[src/rtl/addsub_pipe.sv]
// addsub_pipe: pipelined adder/subtractor/comparator with a carry chain split
// into STAGES chunks. Each stage resolves one chunk and hands its carry to the
// next. A single global stall (advance) freezes the whole pipe whenever the
// output holds an undelivered beat.
module addsub_pipe #(
  parameter int WIDTH  = 16,
  parameter int STAGES = 4
) (
  input  logic             clk,
  input  logic             rst_n,
  input  logic             in_valid,
  output logic             in_ready,
  input  logic [WIDTH-1:0] a,
  input  logic [WIDTH-1:0] b,
  input  logic [1:0]       alufn,
  output logic             out_valid,
  input  logic             out_ready,
  output logic [WIDTH-1:0] result,
  output logic             cout,
  output logic             z_out,
  output logic             v_out,
  output logic             n_out
);

  localparam int CW = WIDTH / STAGES;
  localparam logic [1:0] OP_ADD   = 2'b00;
  localparam logic [1:0] OP_CMPEQ = 2'b10;
  localparam logic [1:0] OP_CMPLT = 2'b11;

  // Adds chunk k of the operands plus carry-in and splices it into the
  // partial sum; returns {carry_out, updated_partial_sum}.
  function automatic logic [WIDTH:0] chunk_add(input logic [WIDTH-1:0] op_a,
                                               input logic [WIDTH-1:0] op_bp,
                                               input logic [WIDTH-1:0] part_s,
                                               input logic             cin,
                                               input int               k);
    logic [CW:0]      sum;
    logic [WIDTH-1:0] s_new;
    sum = {1'b0, op_a[k*CW +: CW]} + {1'b0, op_bp[k*CW +: CW]} + {{CW{1'b0}}, cin};
    s_new = part_s;
    s_new[k*CW +: CW] = sum[CW-1:0];
    return {sum[CW], s_new};
  endfunction

  // Compares report a boolean in bit 0; arithmetic ops report the sum.
  function automatic logic [WIDTH-1:0] select_result(input logic [1:0]       op,
                                                     input logic [WIDTH-1:0] s,
                                                     input logic             z,
                                                     input logic             lt);
    case (op)
      OP_CMPEQ: return {{(WIDTH-1){1'b0}}, z};
      OP_CMPLT: return {{(WIDTH-1){1'b0}}, lt};
      default:  return s;
    endcase
  endfunction

  // Per-stage state: the full operands ride along so later stages can pick
  // their chunk; s holds the chunks finished so far.
  logic             vld_q [STAGES];
  logic             vld_d [STAGES];
  logic             c_q   [STAGES];
  logic             c_d   [STAGES];
  logic [WIDTH-1:0] a_q   [STAGES];
  logic [WIDTH-1:0] a_d   [STAGES];
  logic [WIDTH-1:0] bp_q  [STAGES];
  logic [WIDTH-1:0] bp_d  [STAGES];
  logic [WIDTH-1:0] s_q   [STAGES];
  logic [WIDTH-1:0] s_d   [STAGES];
  logic [1:0]       op_q  [STAGES];
  logic [1:0]       op_d  [STAGES];

  logic [WIDTH-1:0] res_q, res_d;
  logic             z_q, z_d;
  logic             v_q, v_d;
  logic             n_q, n_d;

  logic             advance;
  logic [WIDTH-1:0] src_a, src_bp, src_s;
  logic             src_c, src_vld;
  logic [1:0]       src_op;
  logic [WIDTH:0]   add_r;
  int               pk;

  assign advance   = !vld_q[STAGES-1] || out_ready;
  assign in_ready  = advance;
  assign out_valid = vld_q[STAGES-1];
  assign result    = res_q;
  assign cout      = c_q[STAGES-1];
  assign z_out     = z_q;
  assign v_out     = v_q;
  assign n_out     = n_q;

  // Next-state for every stage: hold on stall, otherwise shift one stage and
  // resolve that stage's chunk; the last stage also forms flags and result.
  always_comb begin
    src_a   = '0;
    src_bp  = '0;
    src_s   = '0;
    src_c   = 1'b0;
    src_vld = 1'b0;
    src_op  = OP_ADD;
    add_r   = '0;
    pk      = 0;
    for (int k = 0; k < STAGES; k++) begin
      vld_d[k] = vld_q[k];
      c_d[k]   = c_q[k];
      a_d[k]   = a_q[k];
      bp_d[k]  = bp_q[k];
      s_d[k]   = s_q[k];
      op_d[k]  = op_q[k];
    end
    res_d = res_q;
    z_d   = z_q;
    v_d   = v_q;
    n_d   = n_q;
    if (advance) begin
      for (int k = 0; k < STAGES; k++) begin
        pk = (k == 0) ? 0 : k - 1;
        if (k == 0) begin
          src_vld = in_valid;
          src_a   = a;
          src_bp  = (alufn == OP_ADD) ? b : ~b;
          src_c   = (alufn != OP_ADD);
          src_s   = '0;
          src_op  = alufn;
        end else begin
          src_vld = vld_q[pk];
          src_a   = a_q[pk];
          src_bp  = bp_q[pk];
          src_c   = c_q[pk];
          src_s   = s_q[pk];
          src_op  = op_q[pk];
        end
        add_r    = chunk_add(src_a, src_bp, src_s, src_c, k);
        vld_d[k] = src_vld;
        a_d[k]   = src_a;
        bp_d[k]  = src_bp;
        s_d[k]   = add_r[WIDTH-1:0];
        c_d[k]   = add_r[WIDTH];
        op_d[k]  = src_op;
      end
      z_d   = (s_d[STAGES-1] == '0);
      n_d   = s_d[STAGES-1][WIDTH-1];
      v_d   = (a_d[STAGES-1][WIDTH-1] == bp_d[STAGES-1][WIDTH-1]) &&
              (s_d[STAGES-1][WIDTH-1] != a_d[STAGES-1][WIDTH-1]);
      res_d = select_result(op_d[STAGES-1], s_d[STAGES-1], z_d, n_d ^ v_d);
    end
  end

  // Control and visible outputs: cleared asynchronously so reset drops
  // every in-flight beat and presents an all-zero result.
  always_ff @(posedge clk or negedge rst_n) begin
    if (!rst_n) begin
      for (int k = 0; k < STAGES; k++) begin
        vld_q[k] <= 1'b0;
        c_q[k]   <= 1'b0;
      end
      res_q <= '0;
      z_q   <= 1'b0;
      v_q   <= 1'b0;
      n_q   <= 1'b0;
    end else begin
      for (int k = 0; k < STAGES; k++) begin
        vld_q[k] <= vld_d[k];
        c_q[k]   <= c_d[k];
      end
      res_q <= res_d;
      z_q   <= z_d;
      v_q   <= v_d;
      n_q   <= n_d;
    end
  end

  // Datapath payload: qualified by the stage valids, so it needs no reset.
  always_ff @(posedge clk) begin
    for (int k = 0; k < STAGES; k++) begin
      a_q[k]  <= a_d[k];
      bp_q[k] <= bp_d[k];
      s_q[k]  <= s_d[k];
      op_q[k] <= op_d[k];
    end
  end

endmodule

[config.mk]
export PLATFORM = sky130hd
export DESIGN_NAME = addsub_pipe
export DESIGN_NICKNAME = d
export VERILOG_FILES = /design/src/rtl/addsub_pipe.sv
export SDC_FILE = /design/constraint.sdc
export NUM_CORES = 1
export LEC_CHECK = 0
export CAP_MARGIN = 25
export CELL_PAD_IN_SITES_DETAIL_PLACEMENT = 0
export CELL_PAD_IN_SITES_GLOBAL_PLACEMENT = 2
export CORE_ASPECT_RATIO = 1.25
export CORE_MARGIN = 2
export CORE_UTILIZATION = 38
export CTS_BUF_LIST = sky130_fd_sc_hd__clkbuf_16
export CTS_CLUSTER_DIAMETER = 100
export CTS_CLUSTER_SIZE = 12
export DETAILED_ROUTE_END_ITERATION = 8
export PLACE_DENSITY = 0.83
export SLEW_MARGIN = 15
export SYNTH_ARGS = -nofsm -noshare
export SYNTH_HDL_FRONTEND = slang
export SYNTH_SLANG_ARGS = --single-unit
[constraint.sdc]
create_clock -name clk -period 5.4 [get_ports clk]
set_clock_uncertainty 0.2 [all_clocks]
set_input_delay 0.81 -clock clk [delete_from_list [all_inputs] [get_ports clk]]
set_output_delay 0.81 -clock clk [all_outputs]
set_load 0.1 [all_outputs]
---- Word-level counts from Yosys, hierarchy flattened ----
Memories as Yosys holds them, arrays and structs flattened.
Index checks and enable logic that the tools add are counted.
word-level totals
  register bits after elaboration ......... 27
  bits in writable memories ............... 200
  input bits .............................. 38
  output and inout bits ................... 22
  logic and storage cells ................. 57
  memories kept ........................... 4
memory list
  memory  words  width  rd ports  clocked after Yosys merged registers in  write ports  line  RTL
  a_q     4      16     3         0                                        4            63    logic [WIDTH-1:0] a_q [STAGES];
  bp_q    4      16     3         0                                        4            65    logic [WIDTH-1:0] bp_q [STAGES];
  s_q     4      16     3         0                                        4            67    logic [WIDTH-1:0] s_q [STAGES];
  op_q    4      2      3         0                                        4            69    logic [1:0] op_q [STAGES];
operators by class
  add/sub/neg operators ................... 8
  eq/ne operators ......................... 5
  mux-type cells .......................... 20
  bitwise logic cells ..................... 2
  reductions and logical operators ........ 6
operators by type and width
  kind                                        count
  64-bit two-way mux                          3
  16-bit two-way mux                          9
  16-bit case mux with 2 select lines         1
  4-bit by 4-bit adder with 5-bit output      4
  5-bit by 1-bit adder with 5-bit output      4
  16-bit zero test                            1
  16-bit inverter                             1
  12-bit two-way mux                          1
  8-bit two-way mux                           1
  2-bit equality test, second input constant  2
  1-bit two-way mux                           4
  2-bit zero test                             1
  2-bit two-way mux                           1
  2-bit nonzero test                          1
  1-bit equality test                         1
  1-bit logical AND                           1
  1-bit zero test                             1
  1-bit logical OR                            1
  1-bit != test                               1
  1-bit != test, second input constant        1
  1-bit bitwise XOR                           1

---- Depth between registers and ports, before layout ----
Gate-level depths: netlist (run 1).
  depth after elaboration ................. 9
  gate-level depth with buffers ........... 7
  mapped depth without buffers ............ 7

---- Worst setup path after synthesis (run 1) ----
No wires, ideal clock.
  path type ............................... register -> output
  start ................................... register vld_q (netlist bit out_valid)
  end ..................................... output port in_ready
  arrival time ............................ 4.337 ns
  required time ........................... 4.390 ns
  path slack .............................. 0.053 ns
  stages on the path, launching flop included .. 5
  cells stage by stage .................... dfrtp_1 > nor2b_1 > clkbuf_1 > inv_2 > clkbuf_1
on the way
  word-level cells in the longest chain between the ends .. 2
ends and longest elaborated chain
  what                              line  RTL
  start: declaration                59    logic vld_q [STAGES];
  start signal: indexed assignment  164   vld_q[k] <= vld_d[k];
  1-bit zero test                   84    assign advance = !vld_q[STAGES-1] || out_ready;
  1-bit logical OR                  84
  end: declaration                  12    output logic in_ready,
Every way passes these cells.

---- Worst setup path in the final report (run 1) ----
  start ................................... input port out_ready
  end ..................................... output port in_ready
on the way
  word-level cells in the longest chain between the ends .. 1
ends and longest elaborated chain
  what                line  RTL
  start: declaration  17    input logic out_ready,
  1-bit logical OR    84
Every way passes these cells.

==> flow_metrics.tcl, run 1 <==
set metrics [dict create \
    drc 0 \
    r2r_setup_slack_ps 2960 \
    io_buffer_count 59 \
    synth_top_area_cell "edfxtp_1" \
    fp.dieH_um 121.3 \
    reg2reg_to "a_q[0][15]$_DFFE_PP_" \
    finalCriticalPeriod_ps 3344 \
    ys_ff_latch 105 \
    antenna_cells 0 \
    min_to "s_q[1][3]$_DFFE_PP_" \
    core_area_um2 10670 \
    wl_per_cell_um 12.98 \
    setup_slack_ps 2056 \
    h-tree-depth 3 \
    place.gp.congestion 0.6907 \
    ctsHoldBuffers 0 \
    synth.distinct_cells 34 \
    cts_resized 0 \
    tightestPinTransition_ps 986.4 \
    gr-usage-met2 0.1943 \
    fp-row-count 42 \
    fin_util 0.4910 \
    crit_path_start_kind "input port" \
    via_per_inst 4.524 \
    fmax_ghz 0.2990 \
    maxSlewHeadroom 0.3424 \
    peakVddDrop_mv 0.1894 \
    hold_path_startpoint "s_q[0][3]$_DFFE_PP_" \
    grt_first_pass_wirelength_mm 10.65 \
    grt-busiest-layer "met2" \
    clk_latency_ps 340 \
    yosys.area_share.simple 0.08767 \
    synthTopCellsByArea "edfxtp_1 (56%), dfrtp_1 (16%), xnor2_1 (4.2%)" \
    grt.total_usage 0.1166 \
    required_ps 4390 \
    critPathTopFamily "buffers and inverters" \
    first_iter_violations 148 \
    synthMuxAreaShare 0.002693 \
    routed_wl_mm 6.242 \
    whs_path_depth 0 \
    crit_top_cell "buf_4" \
    cpPeakStageDelay_ps 410 \
    place_ws_ps 2037 \
    area_growth_pct 25.25 \
    yosysWarnings 0 \
    antenna_found_initial 0 \
    rsz0062_at_grt "no" \
    synth_compound_area_frac 0.04458 \
    syn_area_per_cell_um2 15.04 \
    fp.dieArea_um2 11860 \
    cts_buffer_depth 2 \
    path_class "input port to output port" \
    cts.clk_slew.worst_paths_ps 70 \
    cts_buffers 9 \
    path_buf_inv 4 \
    cp-end-kind "output port" \
    outcome "finished, final reports clean" \
    timing.rr.start "out_valid$_DFFE_PN0P_" \
    final_nets 401 \
    post_cts_buffers 0 \
    grt_pass1_vias 2237 \
    final_hold_viol_count 0 \
    io_pins 60 \
    synthArstFlopShare 0.2571 \
    cts.sinks 105 \
    setup_violations 0 \
    grt_overflow 0 \
    fin_crit_sh 0.6193 \
    synth_top_family_by_area "simple AND/OR/NAND/NOR gates" \
    initial_utilization 0.3920 \
    synth-edff-count 78 \
    firstDrtPassIters 4 \
    crit_fanout 33 \
    synth-seq-area-share 0.7217 \
    synth_fa_ha_area_frac 0.06942 \
    critical_path_arrival_ps 2330 \
    vias 2176 \
    leakagePower_nw 2.075 \
    crit_chain "clkdlybuf4s50_1, nor2b_2, buf_4, clkinv_2, buf_4" \
    dp_hpwl_mm 4.309 \
    synth_top_area_frac 0.5601 \
    synth-xor-area-share 0.05027 \
    use_met3 0.02535 \
    reg2reg_depth 4 \
    cts_tree "done" \
    root_buffer "clkbuf_16" \
    finalMaxSlewViolations 0 \
    synthCells 278 \
    grt_util_met1 0.1368 \
    power.density_nw_per_um2 605.5 \
    p_total_w 0.003171 \
    maxCapViolCount 0 \
    hold_path.class "flip-flop to flip-flop" \
    layout-drive-gt1-share 0.07163 \
    synthFlopType "edfxtp_1" \
    grt_max_degree 85 \
    syn_area_um2 4182 \
    synth_nets 335 \
    antenna_left 0 \
    die_x_um 97.83 \
    slowest_stage "clkdlybuf4s50_1" \
    tns_ps 0 \
]
==> worst max path at each step <==
| stage | start | endpoint | slack [ps] | depth (start not counted) |
|---|---|---|---|---|
| floorplan | out_valid$_DFFE_PN0P_ | in_ready | 50 | 4 |
| global placement | out_ready | in_ready | 2040 | 5 |
| detailed placement | out_ready | in_ready | 2040 | 5 |
| CTS | out_ready | in_ready | 2010 | 5 |
| global route | out_ready | in_ready | 1900 | 5 |
| finish | out_ready | in_ready | 2060 | 5 |
==> Yosys cell counts, drive strengths merged, types with 5 or more instances <==
cell type / number
ha: 12
a21oi: 10
nand3b: 12
nor2b: 5
fa: 7
nand2: 41
clkbuf: 7
xnor2: 20
dfrtp: 27
nor2: 8
inv: 18
edfxtp: 78
==> metal layers <==
layer	wire length, um	up-vias
met5	0	-
met4	161	0
met1	2747	1005
li1	-	1116
met2	3094	44
met3	238	11
==> power by group <==
| part | total [W] | internal [W] | switching [W] |
|---|---|---|---|
| Sequential | 0.00136 | 0.00123 | 0.000126 |
| Combinational | 0.00117 | 0.000348 | 0.000820 |
| Clock | 0.000645 | 0.000362 | 0.000283 |
| Total | 0.00317 | 0.00194 | 0.00123 |
==> stage by stage <==
step,hold slack (ps),instances,instance area (um2)
3_5_place_dp,204.5,465,4937
6_report,213.1,481,5238
4_1_cts,210.8,481,5238
5_1_grt,216.4,481,5238
3_3_place_gp,201.1,465,4937
2_1_floorplan,200.3,278,4182
==> state kept, by name (all words and copies together), names as in the netlist <==
name / count
a_q: 24
bp_q: 24
s_q: 24
result: 16
op_q: 6
c_q: 3
vld_q: 3
cout: 1
n_out: 1
out_valid: 1
v_out: 1
z_out: 1
==> placed cells by master, fill, tap and decap left out, drive strengths merged <==
cell and instances:
o31ai 4, o41ai 1, nand3b 12, buf 5, edfxtp 78, clkinvlp 2
a2bb2oi 1, xnor2 20, inv 20, a211oi 1, ha 12, clkdlybuf4s50 58
nor3 1, nand2b 2, a21o 4, nand3 1, dfrtp 27, nor2b 5
nor4 1, a22o 1, nor2 8, o2111ai 1, clkinv 2, and3 1
or4b 1, a21oi 10, fa 7, mux2 1, bufinv 1, a22oi 1
or4 1, nand2 41, clkbuf 9, xor2 4, a31oi 1, o21ai 4
==> kinds of logic (layout without fill, tap and decap cells) <==
group,Yosys count,after routing
muxes,1,1
AOI/OAI and AO/OA,29,29
and+or+nand+nor,74,74
buffers and inverters,26,97
DFF,105,105
adders and majority gates,19,19
xor gates and xnor gates,24,24
==> final cells by class <==
type                            instances  area, um2
Fill cell                             930       5430
Sequential cell                       105       3018
Multi-Input combinational cell        147       1067
Timing Repair Buffer                   63      618.1
Clock buffer                            9      225.2
Tap cell                              132      165.2
Clock inverter                          7      75.07
Inverter                               18      68.82
No activity file was read; power rests on OpenSTA's default activity.
==> run 2, diff against run 1 <==
clock period = 3.15 ns   (was 5.4 ns; I/O delays follow)
==> run 2 against run 1 <==
Die area unchanged. Non-clock buffer count up 1. First-iteration DRC count down 49%. Cell area down 0.14%. Sequential power up 71%. Global-route usage down 0.28 points. Final cell count up 0.21%. Clock power up 78%.
==> flow_metrics.tcl, run 2 (synthesis gave the netlist of run 1 again) <==
set metrics [dict create \
    drc 0 \
    cts.sinks 105 \
    grt_overflow 0 \
    grt_pass1_vias 2141 \
    outcome "finished, final reports clean" \
    fmax_ghz 0.4297 \
    clk_latency_ps 340 \
    intPower_w 0.003379 \
    crit_chain "fa_1, inv_1, fa_1, or4b_1, nor3_2, o2111ai_1, a2bb2oi_1" \
    finalCriticalPeriod_ps 2327 \
    place.gp.congestion 0.7813 \
    root_buffer "clkbuf_16" \
    antenna_cells 0 \
    final_cell_mix "edfxtp_1 (78), nand2_1 (41), clkdlybuf4s50_1 (37)" \
    io_pins 60 \
    first_iter_violations 76 \
    path_buf_inv 1 \
    grt_first_pass_wirelength_mm 10.38 \
    r2r_setup_slack_ps 820 \
    core_area_um2 10670 \
    die_x_um 97.83 \
    post_cts_buffers 0 \
    fp.dieH_um 121.3 \
    peakVddDrop_mv 0.3762 \
    routed_wl_mm 6.278 \
    tightestPinTransition_ps 427.8 \
    setup_violations 0 \
    vias 2205 \
    placed_cell_area_um2 4917 \
    via_per_inst 4.575 \
    rsz0062_at_grt "no" \
    area_growth_pct 25.07 \
    firstDrtPassIters 4 \
    cts_buffer_depth 2 \
    grt.total_usage 0.1137 \
    slowest_stage "fa_1" \
    top_regs "a_q: 24 flops, bp_q: 24 flops, s_q: 24 flops" \
    fin_crit_sh 0.7388 \
    cp-end-kind "flip-flop" \
    cts_tree "done" \
    cpPeakStageDelay_ps 490 \
    register_area_um2 3018 \
    critical_path_arrival_ps 2400 \
    initial_utilization 0.3920 \
    antenna_left 0 \
    fp-row-count 42 \
    antenna_found_initial 0 \
    fillCellCount 933 \
    ctsHoldBuffers 0 \
    crit_top_cell "fa_1" \
    layout_commonest_cell "edfxtp_1" \
    maxCapViolCount 0 \
    p_sw_w 0.002087 \
    wl_per_cell_um 13.02 \
    switching_share 0.3818 \
    tns_ps 0 \
    final_nets 402 \
    layout-drive-gt1-share 0.1286 \
    required_ps 3220 \
    power.density_nw_per_um2 1045 \
    leakagePower_nw 2.136 \
    pwr-share-comb 0.364 \
    final_area_um2 5230 \
    crit_path_start_kind "flip-flop" \
    io_buffer_count 59 \
    cts_buffers 9 \
    finalMaxSlewViolations 0 \
    multiInputGateArea_um2 1067 \
    path_class "flip-flop to flip-flop" \
    grt_max_degree 77 \
    final_hold_viol_count 0 \
    cts_resized 0 \
    clkPwrFrac 0.211 \
    dp_hpwl_mm 4.358 \
    maxSlewHeadroom 0.7148 \
    h-tree-depth 3 \
    critPathTopFamily "adder cells" \
    seq_power_share 0.425 \
    crit_fanout 2 \
    fp.dieArea_um2 11860 \
    hold_path.class "flip-flop to flip-flop" \
    cts.clk_slew.worst_paths_ps 70 \
]
## run 2: worst paths after layout
check	startpoint	to	depth (start not counted)
max reg2reg	c_q[1]$_DFFE_PN0P_	result[0]$_DFFE_PN0P_	7
min in group asynchronous	rst_n	result[0]$_DFFE_PN0P_	2
max in group asynchronous	rst_n	result[8]$_DFFE_PN0P_	2
min reg2reg	s_q[0][2]$_DFFE_PP_	s_q[1][2]$_DFFE_PP_	0
max	c_q[1]$_DFFE_PN0P_	result[0]$_DFFE_PN0P_	7
min	s_q[0][2]$_DFFE_PP_	s_q[1][2]$_DFFE_PP_	0
## run 2: final cells by class
class | count | area share
clock inverter | 7 | 0.01675
clock buffer | 9 | 0.04306
timing repair buffer | 64 | 0.1144
tap | 132 | 0.03158
sequential | 105 | 0.5770
multi-input combinational | 147 | 0.2041
inverter | 18 | 0.01316
## run 2: power by group through the flow
stage | sequential [W] | clock [W] | combinational (W)
3_5_place_dp | 0.00237 | 0 | 0.00201
5_1_grt | 0.00239 | 0.00123 | 0.00216
6_report | 0.00233 | 0.00115 | 0.00199
4_1_cts | 0.00234 | 0.00118 | 0.00202
3_3_place_gp | 0.00235 | 0 | 0.00199
2_1_floorplan | 0.00307 | 0 | 0.000779
## run 2: routing by layer
metal | wire length (um) | global-route usage | vias up
met5 | 0 | 0 | -
met4 | 124 | 0.06771 | 0
met3 | 271 | 0.02938 | 7
met2 | 3125 | 0.1875 | 51
met1 | 2757 | 0.1338 | 1030
li1 | - | - | 1117
## run 2: metrics by stage
| step | setup slack, ps | power [W] | hold WS (ps) | std cells | utilization |
|---|---|---|---|---|---|
| after floorplan | 367.6 | 0.003848 | -23.09 | 278 | - |
| after global placement | 628.5 | 0.004341 | 202.1 | 466 | 0.4609 |
| after detailed placement | 558.3 | 0.004374 | 204.5 | 466 | 0.4609 |
| after CTS | 763.9 | 0.005540 | 213.8 | 482 | 0.4903 |
| after global routing | 662.8 | 0.005785 | 223.7 | 482 | 0.4903 |
| final | 822.8 | 0.005466 | 212.3 | 482 | 0.4903 |
